===== config.mk =====
export PLATFORM = sky130hd
export DESIGN_NAME = pck_len_commit_fifo
export DESIGN_NICKNAME = d
export VERILOG_FILES = /design/src/rtl/pck_len_commit_fifo.sv
export SDC_FILE = /design/constraint.sdc
export NUM_CORES = 1
export LEC_CHECK = 0
export CORE_ASPECT_RATIO = 1.25
export CORE_MARGIN = 2
export CORE_UTILIZATION = 40
export CTS_CLUSTER_DIAMETER = 40
export CTS_CLUSTER_SIZE = 24
export DETAILED_ROUTE_END_ITERATION = 16
export HOLD_SLACK_MARGIN = 0.08
export PLACE_DENSITY_LB_ADDON = 0.08
export SLEW_MARGIN = 20
export SYNTH_ARGS = -nofsm -noshare
export SYNTH_HDL_FRONTEND = slang
export SYNTH_SLANG_ARGS = --single-unit

===== constraint.sdc =====
create_clock -name clk -period 6 [get_ports clk]
set_clock_uncertainty 0.05 [all_clocks]
set_input_delay 0.6 -clock clk [delete_from_list [all_inputs] [get_ports clk]]
set_output_delay 0.6 -clock clk [all_outputs]
set_load 0.03 [all_outputs]

===== src/rtl/pck_len_commit_fifo.sv =====
// Packet-length/descriptor FIFO with speculative writes: words become readable only on
// commit, and a drop rewinds the write pointer to the last commit point.
module pck_len_commit_fifo #(
   parameter int DATA_WIDTH     = 12,
   parameter int DEPTH          = 32,
   parameter int ADDR_WIDTH     = $clog2(DEPTH),
   parameter int DROP_CNT_WIDTH = 16
) (
   input  logic                      clk,
   input  logic                      hw_rst,
   input  logic                      sw_rst,
   input  logic                      wr_en,
   input  logic [DATA_WIDTH-1:0]     wr_data,
   input  logic                      wr_commit,
   input  logic                      pck_drop,
   input  logic                      rd_en,
   output logic [DATA_WIDTH-1:0]     rd_data,
   output logic                      rd_valid,
   input  logic [ADDR_WIDTH:0]       almost_full_value,
   input  logic [ADDR_WIDTH:0]       almost_empty_value,
   output logic                      buffer_full,
   output logic                      buffer_empty,
   output logic                      almost_full,
   output logic                      almost_empty,
   output logic [ADDR_WIDTH:0]       wr_lvl,
   output logic [ADDR_WIDTH:0]       spec_lvl,
   output logic                      overflow,
   output logic                      underflow,
   output logic [DROP_CNT_WIDTH-1:0] drop_cnt
);

   localparam int PW = ADDR_WIDTH + 1;

   logic [DATA_WIDTH-1:0] mem [DEPTH];
   logic [ADDR_WIDTH:0]   spec_ptr;
   logic [ADDR_WIDTH:0]   cmt_ptr;
   logic [ADDR_WIDTH:0]   rd_ptr;
   logic                  wr_acc;
   logic                  rd_acc;
   logic                  drop_eff;
   logic [PW:0]           af_thr;

   assign wr_lvl   = cmt_ptr - rd_ptr;
   assign spec_lvl = spec_ptr - rd_ptr;

   assign buffer_full  = (spec_ptr[ADDR_WIDTH-1:0] == rd_ptr[ADDR_WIDTH-1:0]) &&
                         (spec_ptr[ADDR_WIDTH] != rd_ptr[ADDR_WIDTH]);
   assign buffer_empty = (wr_lvl == '0);

   // One extra bit so a margin larger than DEPTH goes negative and forces almost_full.
   assign af_thr       = (PW+1)'(DEPTH) - {1'b0, almost_full_value};
   assign almost_full  = af_thr[PW] | ({1'b0, spec_lvl} >= af_thr);
   assign almost_empty = ~hw_rst | (wr_lvl <= almost_empty_value);

   assign wr_acc   = wr_en & ~buffer_full & ~pck_drop;
   assign rd_acc   = rd_en & ~buffer_empty;
   assign drop_eff = pck_drop & (spec_ptr != cmt_ptr);

   // Storage is deliberately left out of reset.
   always_ff @(posedge clk) begin
      if (wr_acc)
         mem[spec_ptr[ADDR_WIDTH-1:0]] <= wr_data;
   end

   always_ff @(posedge clk or negedge hw_rst) begin
      if (!hw_rst) begin
         spec_ptr  <= '0;
         cmt_ptr   <= '0;
         rd_ptr    <= '0;
         rd_data   <= '0;
         rd_valid  <= 1'b0;
         overflow  <= 1'b0;
         underflow <= 1'b0;
         drop_cnt  <= '0;
      end else if (sw_rst) begin
         spec_ptr  <= '0;
         cmt_ptr   <= '0;
         rd_ptr    <= '0;
         rd_data   <= '0;
         rd_valid  <= 1'b0;
         overflow  <= 1'b0;
         underflow <= 1'b0;
         drop_cnt  <= '0;
      end else begin
         if (pck_drop)
            spec_ptr <= cmt_ptr;
         else if (wr_acc)
            spec_ptr <= spec_ptr + 1'b1;

         if (wr_commit && !pck_drop)
            cmt_ptr <= wr_acc ? spec_ptr + 1'b1 : spec_ptr;

         if (rd_acc) begin
            rd_ptr  <= rd_ptr + 1'b1;
            rd_data <= mem[rd_ptr[ADDR_WIDTH-1:0]];
         end
         rd_valid <= rd_acc;

         overflow  <= wr_en & buffer_full & ~pck_drop;
         underflow <= rd_en & buffer_empty;

         if (drop_eff && !(&drop_cnt))
            drop_cnt <= drop_cnt + 1'b1;
      end
   end

endmodule

* Word-level counts from Yosys, hierarchy flattened
Memories as Yosys holds them, arrays and structs flattened.
Cells that the tools add are included.
** Storage, ports and cells
- Register bits :: 49
- Input port bits :: 31
- Logic and storage cells :: 59
- Memories :: 1
- Memory bits (writable) :: 384
** Memories
- mem :: depth 32, bits a word 12, rd ports 1, clocked after memory_dff 0, wr ports 1, line 34 : logic [DATA_WIDTH-1:0] mem [DEPTH];
** Operators by class
- Bitwise gates (word level) :: 13
- Order comparisons :: 2
- Add/sub/neg operators :: 6
- Reduce and logical (&&, ||, !) cells :: 10
- Eq/ne operators :: 3
- Mux-type cells :: 16
** Operators by type and width (number)
- 6-bit two-way mux :: 7
- 16-bit two-way mux :: 2
- 12-bit two-way mux :: 2
- 16-bit by 1-bit adder with 16-bit output (second input constant) :: 1
- 16-bit AND reduction :: 1
- 6-bit by 1-bit adder with 6-bit output (second input constant) :: 2
- 6-bit subtractor :: 2
- 1-bit bitwise AND :: 7
- 6-bit by 7-bit >= comparator with 1-bit output :: 1
- 6-bit by 6-bit subtractor with 7-bit output (first input constant) :: 1
- 6-bit <= comparator :: 1
- 6-bit logical NOT :: 1
- 6-bit inequality test :: 1
- 2-bit nonzero test :: 3
- 5-bit equality test :: 1
- 1-bit two-way mux :: 5
- 1-bit inverter :: 4
- 1-bit logical AND :: 3
- 1-bit logical NOT :: 2
- 1-bit OR :: 2
- 1-bit inequality test :: 1

* Longest topological paths before layout
- Depth in word-level cells :: 8
- Gate-level depth with buffers :: 12

* Least setup slack after synthesis
Ideal clock, no wire load.
- Kind :: register -> output
- Start point :: register spec_ptr[0]
- End point :: output almost_full
- Arrival time :: 2.961 ns
- Slack :: 2.389 ns
- Data required time :: 5.350 ns
- Stages on the path, launching flop included :: 10
- Cell sequence :: dfrtp_1 -> inv_1 -> ha_1 -> fa_1 -> xnor2_1 -> ha_1 -> a21o_1 -> a21o_1 -> a21o_1 -> a221o_1
** Between the ends
- Word-level cells in the longest chain between the ends :: 3
** RTL lines
- from (decl) :: line 35 : logic [ADDR_WIDTH:0] spec_ptr;
- from (signal assigned) :: line 86 : spec_ptr <= cmt_ptr;
- from (signal assigned) :: line 88 : spec_ptr <= spec_ptr + 1'b1;
- 6-bit subtractor :: line 44 : assign spec_lvl = spec_ptr - rd_ptr;
- net spec_lvl[2] :: line 26 : output logic [ADDR_WIDTH:0] spec_lvl,
- 6-bit by 7-bit >= comparator with 1-bit output :: line 52 : assign almost_full = af_thr[PW] | ({1'b0, spec_lvl} >= af_thr);
- 1-bit OR :: line 52
- to (decl) :: line 23 : output logic almost_full,
The timed path passes the listed nets, and every way through them passes these cells.

* Worst setup path in the final report
- Start point :: register rd_ptr[4]
- End point :: output almost_empty
** Between the ends
- Word-level cells in the longest chain between the ends :: 3
** RTL lines
- from (decl) :: line 37 : logic [ADDR_WIDTH:0] rd_ptr;
- from (signal assigned) :: line 94 : rd_ptr <= rd_ptr + 1'b1;
- 6-bit subtractor :: line 43 : assign wr_lvl = cmt_ptr - rd_ptr;
- 6-bit <= comparator :: line 53 : assign almost_empty = ~hw_rst | (wr_lvl <= almost_empty_value);
- 1-bit OR :: line 53
- to (decl) :: line 24 : output logic almost_empty,
No other way between the ends.

==> out/metrics.cfg <==
[run_status]
status = finished, final reports clean

[drt]
drt_pass1_iterations = 5
viasPerCell = 5.52
wl_per_cell_um = 24.6
postRouteAntennaNets = 0
wl_um = 45200
drtIter0Drc = 753
drc = 0
via_count = 10100

[setup_path]
crit_fanout = 20
critical_path_class = flip-flop to primary output
critPathArrivalTime_ps = 4710
worst_path_max_delay_cell = dfrtp_1
r2r_slack_ps = 1700
crit_path_start_kind = flip-flop
endpoint_kind = primary output
crit_required_ps = 5350
critPathMaxStageDelay_ps = 830
crit_chain = inv_1 > ha_1 > and2_1 > o21a_1 > a31o_1 > or2_2 > ha_1 > a21oi_1 > o21ai_0 > o211ai_1 > clkdlybuf4s50_1
reg2regPathDepth = 8
timing.rr.start = rd_ptr[4]
r2r-end = rd_data[2]
path_common_cell = ha_1

[yosys]
synthCells = 1076
synth-simple-area-share_pct = 5.12
synthMuxAreaShare_pct = 11.6
synth_fp_nets = 1138
netlist_area_um2 = 18100
synth_top_area_share_pct = 63.5
synth_ff_type = edfxtp_1
ys_async_sr_fraction_pct = 11.3
synth_most_common_cell = edfxtp_1
synth_compound_area_share_pct = 6.68
yosysWarnings = 0
synth_top_family_by_area = multiplexers
yosysTopAreaCell = edfxtp_1
synth-seq-cells = 433
ys_seq_area_share_pct = 70.3
synth-adder-area-share_pct = 2.22
synth-xor-area-share_pct = 1.89
synth_edf_count = 384
synth_area_leaders = edfxtp_1 (64%), dfrtp_1 (6.8%), mux4_2 (6.3%), mux2i_1 (5.2%), ha_1 (2.0%)
synth.avg_cell_area_um2 = 16.9
yosys-top-cells-count = edfxtp_1 (384), mux2i_1 (94), nor2_1 (78)
synth.distinct_cells = 56

[layout]
fillers = 3871
design_area_um2 = 21700
antenna_cells = 0
multi_input_area_um2 = 5000
final_layout_size_suffix_gt1_share_pct = 17.7
nets = 1272
seq_area_um2 = 12800
area_growth_pct = 19.3

[grt]
grt_pass1_vias = 10300
grt_first_pass_wirelength_um = 67600
gr-usage-met1_pct = 26.9
grt_remaining_overflow = 0
grt_usage_pct = 19.3
grt_util_met3_pct = 3.59
grt_max_degree = 56
grtUsageMet2_pct = 30.6
antenna_found_initial = 0
top_usage_layer = met2

[die]
die_area_um2 = 47100
pin_count = 78
rows = 87
start_util_pct = 40.4
fp.coreArea_um2 = 45000
fp.dieH_um = 242
dieWidth_um = 195

[placement]
placed_area_um2 = 19700
gp_congestion = 0.820
hpwl_um = 28000
portBuffers = 77

[run]
drv_cap = 0

[clock_tree]
ctsHoldBuffers = 0
ctsRootBufferMaster = clkbuf_16
clkSinkCount = 433
clk_path_buf_depth = 3
cts_resized = 0
cts_made_buffers = 54
post-cts-setup-buffers = 0
cts_tree = yes
htree_levels = 2
clk_pin_slew_ps = 60
clk_latency_ps = 610

[power_and_ir_drop]
seqPwrFrac_pct = 43.1
p_switching_mw = 2.05
p_int_mw = 5.73
power.density_nw_per_um2 = 359
p_leak_nw = 7.31
combPwrFrac_pct = 13.6
p_sw_share_pct = 26.3
pwr-share-clk_pct = 43.3
vdd_drop_max_v = 0.000243

[timing]
rsz0062_at_grt = false
worst_slew_pin_slew_ps = 1060
hold_ws_ps = 91.5
setup_tns_ps = 0
final.period_utilization_pct = 89.4
setup_viol = 0
fmax_ghz = 0.186
final-hold-violation-count = 0
slew_headroom_pct = 29.5
fin_crit_ps = 5360
slew_violations = 0

[min_path]
min_path_type = input port to async pin

-- power by group through the flow --
| stage | Clock [mW] | Combinational [mW] | Sequential, mW |
|---|---|---|---|
| 2_1_floorplan | 0 | 0.677 | 3.43 |
| 3_5_place_dp | 0 | 1.07 | 3.41 |
| 3_3_place_gp | 0 | 1.07 | 3.41 |
| 6_report | 3.37 | 1.06 | 3.35 |
| 4_1_cts | 3.44 | 1.07 | 3.35 |
| 5_1_grt | 3.56 | 1.14 | 3.35 |
-- registers in the layout, summed over array words and instances (netlist names) --
register,flops
spec_ptr,6
cmt_ptr,6
rd_valid,1
rd_data,12
mem,384
overflow,1
drop_cnt,16
rd_ptr,6
underflow,1
-- critical path, delay by kind of cell, from the launching register on --
kind | cells | cell delay (ps)
buffers and inverters | 2 | 1230
flip-flops | 1 | 830
adder cells (fa/ha/maj) | 2 | 810
AO/OA/AOI/OAI | 5 | 740
AND/OR/NAND/NOR | 2 | 520
-- cells in the final DEF, fill, tap and decap left out, drive strengths merged, types with 9 or more instances in the layout --
cell / count
a211oi: 14
clkbuf: 62
ha: 29
a21o: 12
nand3: 34
inv: 47
nor3: 9
clkinv: 14
o21ai: 27
dfrtp: 49
xor2: 18
nand2: 24
a221oi: 39
nor2: 78
xnor2: 19
edfxtp: 384
a22oi: 18
buf: 55
mux4: 51
nor4: 10
clkdlybuf4s50: 76
mux2i: 94
a21oi: 15
a32o: 12
-- routing by layer --
metal | wire [µm] | part of all wire [%]
met4 | 1300 | 2.9
met1 | 20100 | 45
met3 | 2270 | 5.0
met2 | 21500 | 48
met5 | 0 | 0
-- cell families (layout without fill, tap and decap cells) --
family / after synthesis / count (layout)
and+or+nand+nor: 192 / 192
AOI/OAI and AO/OA: 157 / 157
adders and majority gates: 31 / 31
xor gates and xnor gates: 37 / 37
DFF: 433 / 433
buffers and inverters: 80 / 260
muxes: 146 / 146
-- stage by stage --
step           util (%)  total power [mW]  std cells  worst slack, ps
6_report           48.2              7.78       1834              635
3_5_place_dp       43.9              4.49       1732             1360
5_1_grt            48.2              8.05       1834              410
2_1_floorplan         -              4.10       1076             2390
3_3_place_gp       43.9              4.48       1732             1400
4_1_cts            48.1              7.87       1834              678
-- how the worst max path moves through the flow --
stage,to,from,slack [ps]
finish,almost_empty,rd_ptr[4],640
global route,almost_empty,rd_ptr[4],410
CTS,almost_empty,rd_ptr[4],680
detailed placement,almost_empty,rd_ptr[4],1360
global placement,almost_empty,rd_ptr[4],1400
floorplan,almost_full,spec_ptr[0],2390
-- area by class of cell --
cell class / instances / share of cell area [%]
flip-flops and latches: 433 / 58.9
multi-input cells: 563 / 23.1
clock buffers: 62 / 6.56
repair buffers: 131 / 5.41
well taps: 578 / 3.34
clock inverters: 40 / 2.18
inverters: 27 / 0.468
Note: power is estimated with default switching activity, not from simulation.
